===== config.mk =====
export PLATFORM = sky130hd
export DESIGN_NAME = ppu_sprite_eval_fsm
export DESIGN_NICKNAME = d
export VERILOG_FILES = /design/src/rtl/ppu_pkg.sv /design/src/rtl/sprite_tile_overlap.sv /design/src/rtl/ppu_sprite_eval_fsm.sv
export SDC_FILE = /design/constraint.sdc
export NUM_CORES = 1
export LEC_CHECK = 0
export CELL_PAD_IN_SITES_DETAIL_PLACEMENT = 1
export CELL_PAD_IN_SITES_GLOBAL_PLACEMENT = 1
export CORE_AREA = 2 2 131 133
export DETAILED_ROUTE_END_ITERATION = 8
export DIE_AREA = 0 0 133 135
export PLACE_DENSITY_LB_ADDON = 0.1
export SLEW_MARGIN = 0
export SYNTH_ARGS = -nofsm -noshare
export SYNTH_HDL_FRONTEND = slang
export SYNTH_SLANG_ARGS = --single-unit

===== constraint.sdc =====
create_clock -name clk -period 8.71 [get_ports clk]
set_clock_uncertainty 0.1 [all_clocks]
set_input_delay 1.742 -clock clk [delete_from_list [all_inputs] [get_ports clk]]
set_output_delay 1.742 -clock clk [all_outputs]
set_load 0.02 [all_outputs]

===== src/rtl/ppu_pkg.sv =====
// Shared definitions for the PPU sprite evaluation slice: FSM states,
// OAM byte layout and sprite heights.
package ppu_pkg;

    // Sprite evaluator states, one OAM entry is walked at a time
    typedef enum logic [3:0] {
        IDLE,
        Y_ADDR,
        Y_CHECK,
        T_ADDR,
        T_CAP,
        A_CAP,
        X_CAP,
        NEXT,
        COMMIT
    } eval_state_e;

    // Byte offsets inside one 4-byte OAM entry
    localparam logic [1:0] OAM_BYTE_Y    = 2'd0;
    localparam logic [1:0] OAM_BYTE_TILE = 2'd1;
    localparam logic [1:0] OAM_BYTE_ATTR = 2'd2;
    localparam logic [1:0] OAM_BYTE_X    = 2'd3;

    // Sprite heights, sized to compare against a 9-bit row offset
    localparam logic [8:0] SPRITE_H_8  = 9'd8;
    localparam logic [8:0] SPRITE_H_16 = 9'd16;

    // Byte address of byte b of OAM entry n
    function automatic logic [7:0] oamByteAddr(input logic [5:0] entry, input logic [1:0] b);
        return {entry, b};
    endfunction

endpackage


===== src/rtl/sprite_tile_overlap.sv =====
// Flags whether a sprite starting at column col_i touches the 8-pixel tile
// starting at curr_col_i (two's complement, may be as low as -7).
module sprite_tile_overlap (
    input  logic [7:0] col_i,
    input  logic [8:0] curr_col_i,
    input  logic       valid_i,
    output logic       onTile_o
);

    logic signed [9:0] colDiff;

    // Distance between sprite and tile start; overlap when within one tile width
    always_comb begin
        colDiff  = $signed({2'b00, col_i}) - $signed({curr_col_i[8], curr_col_i});
        onTile_o = valid_i && (colDiff >= -10'sd7) && (colDiff <= 10'sd7);
    end

endmodule


===== src/rtl/ppu_sprite_eval_fsm.sv =====
// Per-scanline sprite evaluator: walks OAM for the requested row, keeps the
// first two hits in working slots and publishes them at COMMIT so the
// downstream load FSM always sees a stable set while the next line is scanned.
module ppu_sprite_eval_fsm
    import ppu_pkg::*;
#(
    parameter int OAM_ENTRIES = 64
) (
    input  logic       clk,
    input  logic       rst,
    input  logic       start,
    input  logic [8:0] eval_row,
    input  logic [8:0] curr_col,
    input  logic [7:0] ppu_ctrl1,
    input  logic [7:0] ppu_ctrl2,
    output logic [7:0] oam_addr,
    input  logic [7:0] oam_data,
    output logic       busy,
    output logic       done,
    output logic       sprite_overflow,
    output logic       sprite_0_valid,
    output logic       sprite_1_valid,
    output logic [7:0] sprite_0_tile_num,
    output logic [7:0] sprite_0_row,
    output logic [7:0] sprite_0_col,
    output logic [7:0] sprite_0_attr,
    output logic [7:0] sprite_1_tile_num,
    output logic [7:0] sprite_1_row,
    output logic [7:0] sprite_1_col,
    output logic [7:0] sprite_1_attr,
    output logic       sprite_0_is_oam0,
    output logic       sprite_0_on_tile,
    output logic       sprite_1_on_tile
);

    localparam int IDX_W = $clog2(OAM_ENTRIES);

    eval_state_e state_q, state_d;

    logic [IDX_W-1:0] entry_q;
    logic [8:0]       evalRow_q;
    logic             tall_q;
    logic             slotSel_q;

    logic [1:0]       wValid_q;
    logic [1:0][7:0]  wTile_q, wRow_q, wCol_q, wAttr_q;
    logic             wIsOam0_q, wOvf_q;

    logic [1:0]       cValid_q;
    logic [1:0][7:0]  cTile_q, cRow_q, cCol_q, cAttr_q;
    logic             cIsOam0_q, cOvf_q;

    logic [9:0]       yDiff;
    logic             yInRange;
    logic             lastEntry;
    logic [5:0]       entryAddr;
    logic             unusedCtrlBits;

    assign unusedCtrlBits = ^{ppu_ctrl1[7:6], ppu_ctrl1[4:0], ppu_ctrl2[7:5], ppu_ctrl2[3:0]};

    assign entryAddr = 6'(entry_q);
    assign lastEntry = (entry_q == IDX_W'(OAM_ENTRIES - 1));

    // Row offset into the sprite; a negative result means the sprite starts below this row
    always_comb begin
        yDiff    = {1'b0, evalRow_q} - {2'b00, oam_data};
        yInRange = !yDiff[9] && (yDiff[8:0] < (tall_q ? SPRITE_H_16 : SPRITE_H_8));
    end

    // State register
    always_ff @(posedge clk or posedge rst) begin
        if (rst) state_q <= IDLE;
        else     state_q <= state_d;
    end

    // Next-state logic: 3 cycles per miss, 7 per captured hit, early exit on overflow
    always_comb begin
        state_d = state_q;
        case (state_q)
            IDLE:    if (start) state_d = ppu_ctrl2[4] ? Y_ADDR : COMMIT;
            Y_ADDR:  state_d = Y_CHECK;
            Y_CHECK: begin
                if (!yInRange)               state_d = NEXT;
                else if (wValid_q != 2'b11)  state_d = T_ADDR;
                else                         state_d = COMMIT;
            end
            T_ADDR:  state_d = T_CAP;
            T_CAP:   state_d = A_CAP;
            A_CAP:   state_d = X_CAP;
            X_CAP:   state_d = NEXT;
            NEXT:    state_d = lastEntry ? COMMIT : Y_ADDR;
            COMMIT:  state_d = IDLE;
            default: state_d = IDLE;
        endcase
    end

    // Outputs: OAM address runs one byte ahead of the capture state; done marks the commit cycle
    always_comb begin
        oam_addr = oamByteAddr(entryAddr, OAM_BYTE_Y);
        busy     = (state_q != IDLE) && (state_q != COMMIT);
        done     = (state_q == COMMIT);
        case (state_q)
            T_ADDR:  oam_addr = oamByteAddr(entryAddr, OAM_BYTE_TILE);
            T_CAP:   oam_addr = oamByteAddr(entryAddr, OAM_BYTE_ATTR);
            A_CAP:   oam_addr = oamByteAddr(entryAddr, OAM_BYTE_X);
            default: oam_addr = oamByteAddr(entryAddr, OAM_BYTE_Y);
        endcase
    end

    // Working slots: cleared on start, filled with the first two in-range entries
    always_ff @(posedge clk or posedge rst) begin
        if (rst) begin
            entry_q   <= '0;
            evalRow_q <= '0;
            tall_q    <= 1'b0;
            slotSel_q <= 1'b0;
            wValid_q  <= '0;
            wTile_q   <= '0;
            wRow_q    <= '0;
            wCol_q    <= '0;
            wAttr_q   <= '0;
            wIsOam0_q <= 1'b0;
            wOvf_q    <= 1'b0;
        end else begin
            case (state_q)
                IDLE: begin
                    if (start) begin
                        entry_q   <= '0;
                        evalRow_q <= eval_row;
                        tall_q    <= ppu_ctrl1[5];
                        slotSel_q <= 1'b0;
                        wValid_q  <= '0;
                        wTile_q   <= '0;
                        wRow_q    <= '0;
                        wCol_q    <= '0;
                        wAttr_q   <= '0;
                        wIsOam0_q <= 1'b0;
                        wOvf_q    <= 1'b0;
                    end
                end
                Y_CHECK: begin
                    if (yInRange) begin
                        if (!wValid_q[0]) begin
                            slotSel_q   <= 1'b0;
                            wValid_q[0] <= 1'b1;
                            wRow_q[0]   <= yDiff[7:0];
                            wIsOam0_q   <= (entry_q == '0);
                        end else if (!wValid_q[1]) begin
                            slotSel_q   <= 1'b1;
                            wValid_q[1] <= 1'b1;
                            wRow_q[1]   <= yDiff[7:0];
                        end else begin
                            wOvf_q      <= 1'b1;
                        end
                    end
                end
                T_CAP:   wTile_q[slotSel_q] <= oam_data;
                A_CAP:   wAttr_q[slotSel_q] <= oam_data;
                X_CAP:   wCol_q[slotSel_q]  <= oam_data;
                NEXT:    if (!lastEntry) entry_q <= entry_q + 1'b1;
                default: ;
            endcase
        end
    end

    // Committed slots: only updated at COMMIT so the load FSM sees stable values
    always_ff @(posedge clk or posedge rst) begin
        if (rst) begin
            cValid_q  <= '0;
            cTile_q   <= '0;
            cRow_q    <= '0;
            cCol_q    <= '0;
            cAttr_q   <= '0;
            cIsOam0_q <= 1'b0;
            cOvf_q    <= 1'b0;
        end else if (state_q == COMMIT) begin
            cValid_q  <= wValid_q;
            cTile_q   <= wTile_q;
            cRow_q    <= wRow_q;
            cCol_q    <= wCol_q;
            cAttr_q   <= wAttr_q;
            cIsOam0_q <= wIsOam0_q;
            cOvf_q    <= wOvf_q;
        end
    end

    assign sprite_overflow   = cOvf_q;
    assign sprite_0_valid    = cValid_q[0];
    assign sprite_1_valid    = cValid_q[1];
    assign sprite_0_tile_num = cTile_q[0];
    assign sprite_0_row      = cRow_q[0];
    assign sprite_0_col      = cCol_q[0];
    assign sprite_0_attr     = cAttr_q[0];
    assign sprite_1_tile_num = cTile_q[1];
    assign sprite_1_row      = cRow_q[1];
    assign sprite_1_col      = cCol_q[1];
    assign sprite_1_attr     = cAttr_q[1];
    assign sprite_0_is_oam0  = cIsOam0_q;

    sprite_tile_overlap uOverlap0 (
        .col_i      (cCol_q[0]),
        .curr_col_i (curr_col),
        .valid_i    (cValid_q[0]),
        .onTile_o   (sprite_0_on_tile)
    );

    sprite_tile_overlap uOverlap1 (
        .col_i      (cCol_q[1]),
        .curr_col_i (curr_col),
        .valid_i    (cValid_q[1]),
        .onTile_o   (sprite_1_on_tile)
    );

endmodule


==> results of run 1 <==
worst max-delay path, delay by kind of cell:
kind	cells	cell delay, ns
buf+inv	3	1.19
compound gates	4	0.76
fa+ha+maj	2	0.58
simple gates	2	0.36
xor+xnor	1	0.27
worst min-delay path by stage:
| stage | start | end | cells after the start |
|---|---|---|---|
| after floorplan | wOvf_q | wOvf_q | 2 |
| after global placement | wOvf_q | wOvf_q | 2 |
| after detailed placement | evalRow_q[5] | evalRow_q[5] | 2 |
| after CTS | evalRow_q[5] | evalRow_q[5] | 2 |
| after global routing | wCol_q[10] | wCol_q[10] | 1 |
| final | evalRow_q[5] | evalRow_q[5] | 2 |
cells in the mapped netlist (8+ instances only):
master / n
xor2_1: 8
ha_1: 27
nor2_1: 34
a21oi_1: 20
nand2_1: 73
o21ai_0: 36
mux2_2: 66
a22o_1: 35
and2_1: 9
dfrtp_1: 157
nor3_1: 9
clkbuf_1: 20
xnor2_1: 10
inv_1: 35
area by class of cell:
type                       count  area share [%]
multi-input combinational    429            34.3
clock buffer                  19            4.69
inverter                      35            1.48
sequential                   157            42.5
timing repair buffer         114            12.2
clock inverter                12            1.77
tap                          220            2.98
logic make-up (layout without fill, tap and decap cells):
kind of cell / Yosys count / in the layout / synth area share, %
simple gates: 175 / 175 / 11.5
flops: 157 / 157 / 53.7
compound gates: 139 / 139 / 13.9
mux: 67 / 67 / 10.3
buf+inv: 56 / 180 / 2.98
fa+ha+maj: 30 / 30 / 5.44
xor+xnor: 18 / 18 / 2.16
state kept, by name (all words and copies together) (netlist names):
name and flops:
cValid_q 2, entryAddr 6, evalRow_q 9, slotSel_q 1, sprite_0_attr 8, sprite_0_col 8, sprite_0_is_oam0 1, sprite_0_row 8
sprite_0_tile_num 8, sprite_1_attr 8, sprite_1_col 8, sprite_1_row 8, sprite_1_tile_num 8, sprite_overflow 1, state_q 4, tall_q 1
wAttr_q 16, wCol_q 16, wIsOam0_q 1, wOvf_q 1, wRow_q 16, wTile_q 16, wValid_q 2
routing by layer:
metal / vias to the layer above / share of wire, % / track usage, %
met5: - / 0 / 0
met4: 0 / 1.8 / 7.59
met3: 22 / 3.3 / 5.07
met2: 91 / 50 / 40.4
met1: 2796 / 45 / 29.9
li1: 2495 / - / -
power by group through the flow:
stage                     Sequential (µW)  Combinational [µW]  Clock [µW]
after floorplan                      1050                 564           0
after global placement               1040                 845           0
after detailed placement             1050                 890           0
after CTS                            1040                 908         775
after global routing                 1070                 994         803
final                                1040                 901         760
through the flow:
step	setup WS [ns]	util [%]	power, µW
finish	1.97	56.3	2700
global route	1.66	56.3	2860
CTS	1.97	56.3	2730
detailed placement	1.99	52.7	1940
global placement	2.00	52.7	1880
floorplan	2.63	-	1620
==> metrics.yaml, run 1 <==
r2r_end: "wRow_q[14]"
cts_resized: 0
comb_power_share_pct: 33.3
grt_max_degree: 84
cts_tree: "yes"
port_buffers: 110
status: "finished clean"
synth_fp_nets: 717
start_util_pct: 44.6
cp_slowest_cell: "clkdlybuf4s50_1"
seq_area_frac_synth_pct: 53.7
dieHeight_um: 135
clk_pin_slew_ns: 0.06
crit_chain: "clkdlybuf4s50_1 -> ha_1 -> inv_1 -> fa_1 -> a21oi_1 -> o2111ai_1 -> xnor2_1 -> nand4_1 -> nor3_1 -> a22oi_1 -> a21oi_1 -> clkdlybuf4s50_1"
finalCritPeriodShare_pct: 77.4
ys_ff_latch: 157
ioPinCount: 125
reg2reg_depth: 13
yosysUniqueCellTypes: 59
crit_path_end_kind: "output port"
synthesis.area_mm2: 0.00731
final_cell_mix: "dfrtp_1 (157), clkdlybuf4s50_1 (110), nand2_1 (73), mux2_2 (66), o21ai_0 (36)"
dp_hpwl_um: 13600
arrival_ns: 4.90
n_antenna_cell: 0
viasPerCell: 5.48
clkPwrFrac_pct: 28.1
coreArea_mm2: 0.0164
path_max_fanout: 3
synth-edff-count: 0
dp_cells: 955
multi_input_area_mm2: 0.00317
p_leak_uw: 0.00430
grt-ovfl-total: 0
fmax_mhz: 148
synth.area.top_cells: "dfrtp_1 (54%), mux2_2 (10%), ha_1 (4.6%), a22o_1 (4.2%), nand2_1 (3.7%)"
hold_viol_final: 0
swShare_pct: 35.1
drive_gt1_share_pct: 15.1
p_per_area_mw_per_mm2: 293
layout.nets: 829
relSlewSlack_pct: 27.6
synth_warnings: 0
drt-initial-drc-count: 292
p_int_uw: 1750
rsz0062_at_grt: "false"
post_cts_buffers: 0
max-vdd-ir-drop_mv: 0.155
ant_nets: 0
gp_congestion: 0.831
worstSetupStartpointType: "primary input"
drc: 0
grt_pass1_wl_um: 32400
grtUsageTotal_pct: 23.5
wirelength_um: 19900
yosysTopAreaCellShare_pct: 53.7
final_max_slew_viol_count: 0
rrSetupSlack_ns: 4.56
cts_sinks: 157
grt_pass1_vias: 5978
syn_area_per_cell_um2: 11.4
antenna_found_initial: 0
seqPwrFrac_pct: 38.6
setup-tns-final_ns: 0
setup-violations-final: 0
clock_latency_ns: 0.43
final_area_mm2: 0.00924
layout_commonest_cell: "dfrtp_1"
cts_max_path_buffers: 2
cts_root_buf: "clkbuf_16"
wl_per_cell_um: 20.2
vias: 5404
timing.hold.ws_ns: 0.384
area_growth_syn_to_layout_pct: 26.4
worstMarginPinSlew_ns: 1.08
rows: 47
hold_path_class: "flop to flop"
seqCellArea_mm2: 0.00393
max-cap-violations: 0
htreeDepth: 4
nFillCells: 1705
async_flop_share_pct: 100
dr.pass1.iters: 4
r2r_start: "evalRow_q[0]"
netlist_instances: 642
critical_path_class: "primary input to output port"
synth_top_area_cell: "dfrtp_1"
power_switching_uw: 950
final_cells: 986
crit_end: "sprite_1_on_tile"
crit_start: "curr_col[0]"
period_needed_ns: 6.74
cts_buffers: 17
slowest_delay_ns: 0.62
dieArea_mm2: 0.0180
synth_ff_type: "dfrtp_1"
postCtsHoldBufs: 0
placed_area_mm2: 0.00864
die_width_um: 133
worst_ep_required_time_ns: 6.87
No activity file was read; power rests on OpenSTA's default activity.
==> run 2, diff against run 1 <==
--- a/config.mk
+++ b/config.mk
@@ -7,9 +7,9 @@
 export LEC_CHECK = 0
 export CELL_PAD_IN_SITES_DETAIL_PLACEMENT = 1
 export CELL_PAD_IN_SITES_GLOBAL_PLACEMENT = 1
-export CORE_AREA = 2 2 131 133
+export CORE_AREA = 2 2 135 137
 export DETAILED_ROUTE_END_ITERATION = 8
-export DIE_AREA = 0 0 133 135
+export DIE_AREA = 0 0 137 139
 export PLACE_DENSITY_LB_ADDON = 0.1
 export SLEW_MARGIN = 0
 export SYNTH_ARGS = -nofsm -noshare
==> constraint.sdc (replaced) <==
create_clock -name clk -period 6.62 [get_ports clk]
set_clock_uncertainty 0.1 [all_clocks]
set_input_delay 1.324 -clock clk [delete_from_list [all_inputs] [get_ports clk]]
set_output_delay 1.324 -clock clk [all_outputs]
set_load 0.02 [all_outputs]
==> metrics.yaml, run 2 (synthesis results as in run 1) <==
cts_resized: 0  # unchanged
die_width_um: 137  # +3.0%
p_per_area_mw_per_mm2: 374  # +28%
gp_congestion: 0.851  # +2.4%
antenna_found_initial: 0  # unchanged
drc: 0  # unchanged
coreArea_mm2: 0.0177  # +7.6%
n_antenna_cell: 0  # unchanged
drive_gt1_share_pct: 15.9  # +0.77 points
worstSetupStartpointType: "primary input"
grt_max_degree: 108  # +29%
max-vdd-ir-drop_mv: 0.202  # +30%
ant_nets: 0  # unchanged
rrSetupSlack_ns: 2.80  # -1.76 ns
setup_slack_ns: 0.665  # -1.30 ns
clock_latency_ns: 0.43  # about the same
r2r_end: "wRow_q[14]"
crit_path_end_kind: "output port"
path_max_fanout: 3  # unchanged
period_needed_ns: 5.96
cts_root_buf: "clkbuf_16"
whs_endpoint: "evalRow_q[2]"
layout.nets: 835  # +0.72%
port_buffers: 110  # unchanged
postCtsHoldBufs: 0  # unchanged
dp_slack_ns: 0.699  # -1.30 ns
drt-initial-drc-count: 292  # unchanged
layout_commonest_cell: "dfrtp_1"
relSlewSlack_pct: 14.8  # -13 points
max-cap-violations: 0  # unchanged
grtUsageTotal_pct: 21.5  # -2.1 points
clk_pin_slew_ns: 0.06  # about the same
viasPerCell: 5.37  # -2.0%
p_leak_uw: 0.00431  # +0.23%
hold_path_class: "flop to flop"
worst_ep_required_time_ns: 5.20  # -1.67 ns
cts_tree: "yes"
start_util_pct: 41.4  # -3.2 points
dp_cells: 970  # +1.6%
cts_sinks: 157  # unchanged
cts_buffers: 17  # unchanged
timing.hold.ws_ns: 0.386  # +0.00202 ns
fmax_mhz: 168
setup-violations-final: 0  # unchanged
area_growth_syn_to_layout_pct: 26.5  # about the same
htreeDepth: 4  # unchanged
rsz0062_at_grt: "false"
dp_hpwl_um: 13400  # -1.1%
post_cts_buffers: 0  # unchanged
rows: 49  # +4.3%
final_cells: 1002  # +1.6%
grt_pass1_wl_um: 31600  # -2.5%
status: "finished clean"
setup-tns-final_ns: 0  # unchanged
cts_max_path_buffers: 2  # unchanged
hold-path-cell-count: 2  # unchanged
wl_per_cell_um: 19.1  # -5.2%
arrival_ns: 4.53  # -0.37 ns
grt-ovfl-total: 0  # unchanged
ioPinCount: 125  # unchanged
final_cell_mix: "dfrtp_1 (157), clkdlybuf4s50_1 (110), nand2_1 (73), mux2_2 (66), o21ai_0 (36)"
final_max_slew_viol_count: 0  # unchanged
vias: 5382  # -0.41%
dr.pass1.iters: 4  # unchanged
critical_path_class: "primary input to output port"
hold_viol_final: 0  # unchanged
wirelength_um: 19200  # -3.7%
grt_pass1_vias: 5842  # -2.3%
finalCritPeriodShare_pct: 90.0
dieArea_mm2: 0.0190  # +6.1%
dieHeight_um: 139  # +3.0%
worstHoldStart: "evalRow_q[2]"
reg2reg_depth: 13  # unchanged
r2r_start: "evalRow_q[0]"
worstMarginPinSlew_ns: 1.27  # +0.190 ns
-- run 2: cell count changes in the layout (fill, tap and decap cells not counted), sizes merged --
| cell | change |
|---|---|
| buf | +6 |
| bufinv | -3 |
| clkinv | +2 |
| inv | +2 |
-- run 2: layer usage --
| layer | global-route usage [%] | share of wire [%] | wire, µm | up-vias |
|---|---|---|---|---|
| met5 | 0 | 0 | 0 | - |
| met4 | 6.02 | 1.7 | 322 | 0 |
| met3 | 3.87 | 3.3 | 629 | 25 |
| met2 | 36.1 | 51 | 9710 | 106 |
| met1 | 28.4 | 44 | 8490 | 2722 |
| li1 | - | - | - | 2529 |
-- run 2: where the power goes --
| group | total [µW] | internal, µW | leakage, µW | switching [µW] |
|---|---|---|---|---|
| combinational | 1170 | 529 | 0.00192 | 643 |
| sequential | 1370 | 1190 | 0.00213 | 183 |
| clock | 914 | 497 | 0.000259 | 417 |
| total | 3450 | 2210 | 0.00431 | 1240 |
-- run 2: how the worst max path moves through the flow --
stage	end	depth (start not counted)	startpoint	slack (ns)
floorplan	cValid_q[0]	1	rst	0.96
global placement	sprite_1_on_tile	12	curr_col[0]	0.83
detailed placement	sprite_1_on_tile	12	curr_col[0]	0.70
CTS	sprite_1_on_tile	12	curr_col[0]	0.67
global route	sprite_1_on_tile	12	curr_col[0]	0.43
finish	sprite_1_on_tile	12	curr_col[0]	0.66
-- run 2: area by class of cell --
class                   count  area (µm²)
flip-flops and latches    157        3930
repair buffers            120        1180
multi-input cells         429        3170
well taps                 229         287
clock inverters            13         108
fillers                  1864        8410
inverters                  35         136
clock buffers              19         443
-- run 2: metrics by stage --
stage / total power, µW / utilization [%] / cell area [µm²]
6_report: 3450 / 52.4 / 9250
5_1_grt: 3670 / 52.4 / 9250
4_1_cts: 3490 / 52.4 / 9250
3_5_place_dp: 2550 / 49.2 / 8690
3_3_place_gp: 2490 / 49.2 / 8690
2_1_floorplan: 2130 / - / 7310
-- run 2: critical path, stage by stage --
cell             delay (ns)
clkdlybuf4s50_1        0.50
ha_1                   0.19
inv_1                  0.06
fa_1                   0.40
a21oi_1                0.29
o2111ai_1              0.23
xnor2_1                0.24
nand4_1                0.14
nor3_1                 0.24
a22oi_1                0.13
a21oi_1                0.17
clkdlybuf4s50_1        0.62
==> run 3, diff against run 2 <==
--- a/config.mk
+++ b/config.mk
@@ -7,9 +7,10 @@
 export LEC_CHECK = 0
 export CELL_PAD_IN_SITES_DETAIL_PLACEMENT = 1
 export CELL_PAD_IN_SITES_GLOBAL_PLACEMENT = 1
-export CORE_AREA = 2 2 135 137
+export CORE_AREA = 2 2 132 134
+export CTS_BUF_LIST = sky130_fd_sc_hd__clkbuf_4
 export DETAILED_ROUTE_END_ITERATION = 8
-export DIE_AREA = 0 0 137 139
+export DIE_AREA = 0 0 134 136
 export PLACE_DENSITY_LB_ADDON = 0.1
 export SLEW_MARGIN = 0
 export SYNTH_ARGS = -nofsm -noshare
==> metrics.yaml, run 3 (synthesis results as in run 1) <==
arrival_ns: 4.44  # -0.09 ns
vias: 5454  # +1.3%
worstSetupStartpointType: "primary input"
area_growth_syn_to_layout_pct: 22.9
drt-initial-drc-count: 220  # -25%
grt-ovfl-total: 0  # unchanged
die_width_um: 134  # -2.2%
status: "finished clean"
cts_max_path_buffers: 2  # unchanged
start_util_pct: 43.3  # +1.9 points
cts_buffers: 17  # unchanged
period_needed_ns: 5.86  # -0.0932 ns
max-vdd-ir-drop_mv: 0.117  # -42%
p_leak_uw: 0.00420  # -2.6%
ant_nets: 0  # unchanged
layout.nets: 834  # -0.12%
cts_resized: 0  # unchanged
clock_latency_ns: 0.57  # +0.14 ns
setup-tns-final_ns: 0  # unchanged
setup-violations-final: 0  # unchanged
grt_pass1_vias: 5977  # +2.3%
grtUsageTotal_pct: 22.2  # +0.72 points
wl_per_cell_um: 19.1  # +0.11%
dieArea_mm2: 0.0182  # -4.3%
critical_path_class: "primary input to output port"
p_total_uw: 3160  # -8.6%
htreeDepth: 4  # unchanged
layout_commonest_cell: "dfrtp_1"
antenna_found_initial: 1  # +1
dr.pass1.iters: 4  # unchanged
final_cell_mix: "dfrtp_1 (157), clkdlybuf4s50_1 (110), nand2_1 (73), mux2_2 (66), o21ai_0 (36)"
cts_root_buf: "clkbuf_4"
clkPwrFrac_pct: 19.4  # -7.1 points
comb_power_share_pct: 37.3  # +3.4 points
grt_max_degree: 71  # -34%
drive_gt1_share_pct: 15.8  # -0.088 points
drc: 0  # unchanged
fmax_mhz: 171  # +1.6%
p_int_uw: 1980  # -11%
path_max_fanout: 3  # unchanged
power_switching_uw: 1180  # -5.1%
hold_viol_final: 0  # unchanged
seqPwrFrac_pct: 43.3  # +3.7 points
dieHeight_um: 136  # -2.2%
final_max_slew_viol_count: 0  # unchanged
hold_path_class: "flop to flop"
p_per_area_mw_per_mm2: 351  # -6.0%
wirelength_um: 19100  # -0.39%
viasPerCell: 5.47  # +1.8%
max-cap-violations: 0  # unchanged
ioPinCount: 125  # unchanged
dp_hpwl_um: 13700  # +1.9%
swShare_pct: 37.3  # +1.4 points
crit_path_end_kind: "output port"
coreArea_mm2: 0.0169  # -4.4%
relSlewSlack_pct: 24.1  # +9.3 points
rsz0062_at_grt: "false"
post_cts_buffers: 0  # unchanged
grt_pass1_wl_um: 31300  # -1.0%
rows: 48  # -2.0%
finalCritPeriodShare_pct: 88.5  # -1.4 points
clk_pin_slew_ns: 0.13  # +0.07 ns
port_buffers: 110  # unchanged
cts_tree: "yes"
worstMarginPinSlew_ns: 1.13  # -0.138 ns
worst_ep_required_time_ns: 5.20  # about the same
gp_congestion: 0.808  # -5.1%
postCtsHoldBufs: 0  # unchanged
cts_sinks: 157  # unchanged
run 3: worst paths after layout:
check | to | start | slack (ns) | depth (start not counted)
max in group asynchronous | sprite_1_tile_num[0] | rst | 4.30 | 3
setup / recovery | sprite_1_on_tile | curr_col[0] | 0.76 | 12
hold / removal | wRow_q[7] | wRow_q[7] | 0.40 | 1
hold reg to reg | wRow_q[7] | wRow_q[7] | 0.40 | 1
setup reg to reg | wRow_q[15] | evalRow_q[0] | 2.85 | 13
min in group asynchronous | sprite_1_attr[5] | rst | 1.01 | 2
run 3: worst max-delay path: stages:
cell,delay (ns)
clkdlybuf4s50_1,0.49
ha_1,0.16
inv_1,0.05
fa_1,0.40
a21oi_1,0.28
o2111ai_1,0.22
xnor2_1,0.22
nand4_1,0.15
nor4_1,0.28
a211oi_1,0.09
a21oi_1,0.13
clkdlybuf4s50_1,0.63
run 3: power by group through the flow:
stage               Clock, µW  Combinational (µW)  Sequential, µW
finish                    613                1180            1370
detailed placement          0                1180            1380
CTS                       633                1190            1370
global route              677                1300            1400
floorplan                   0                 743            1380
global placement            0                1120            1370
run 3: area by class of cell:
type / instances / area [µm²]
clock buffer: 18 / 135
inverter: 35 / 136
timing repair buffer: 119 / 1170
fill: 1806 / 7890
multi-input combinational: 429 / 3170
tap: 225 / 282
antenna: 1 / 2.50
sequential: 157 / 3930
clock inverter: 13 / 165
run 3: through the flow:
step                      hold slack, ns  worst slack [ns]  instances  util [%]  instance area (µm²)
after floorplan                    0.341             0.961        642         -                 7310
after global placement             0.361             0.792        965      51.4                 8680
after detailed placement           0.371             0.747        965      51.4                 8680
after CTS                          0.406             0.723        996      53.2                 8980
after global routing               0.426             0.536        997      53.2                 8980
final                              0.398             0.758        997      53.2                 8980
run 3: per-layer routing:
metal / share of wire [%] / GRT usage (%)
met1: 42 / 26.6
met4: 2.5 / 9.10
met2: 52 / 39.5
met3: 3.3 / 3.91
met5: 0 / 0
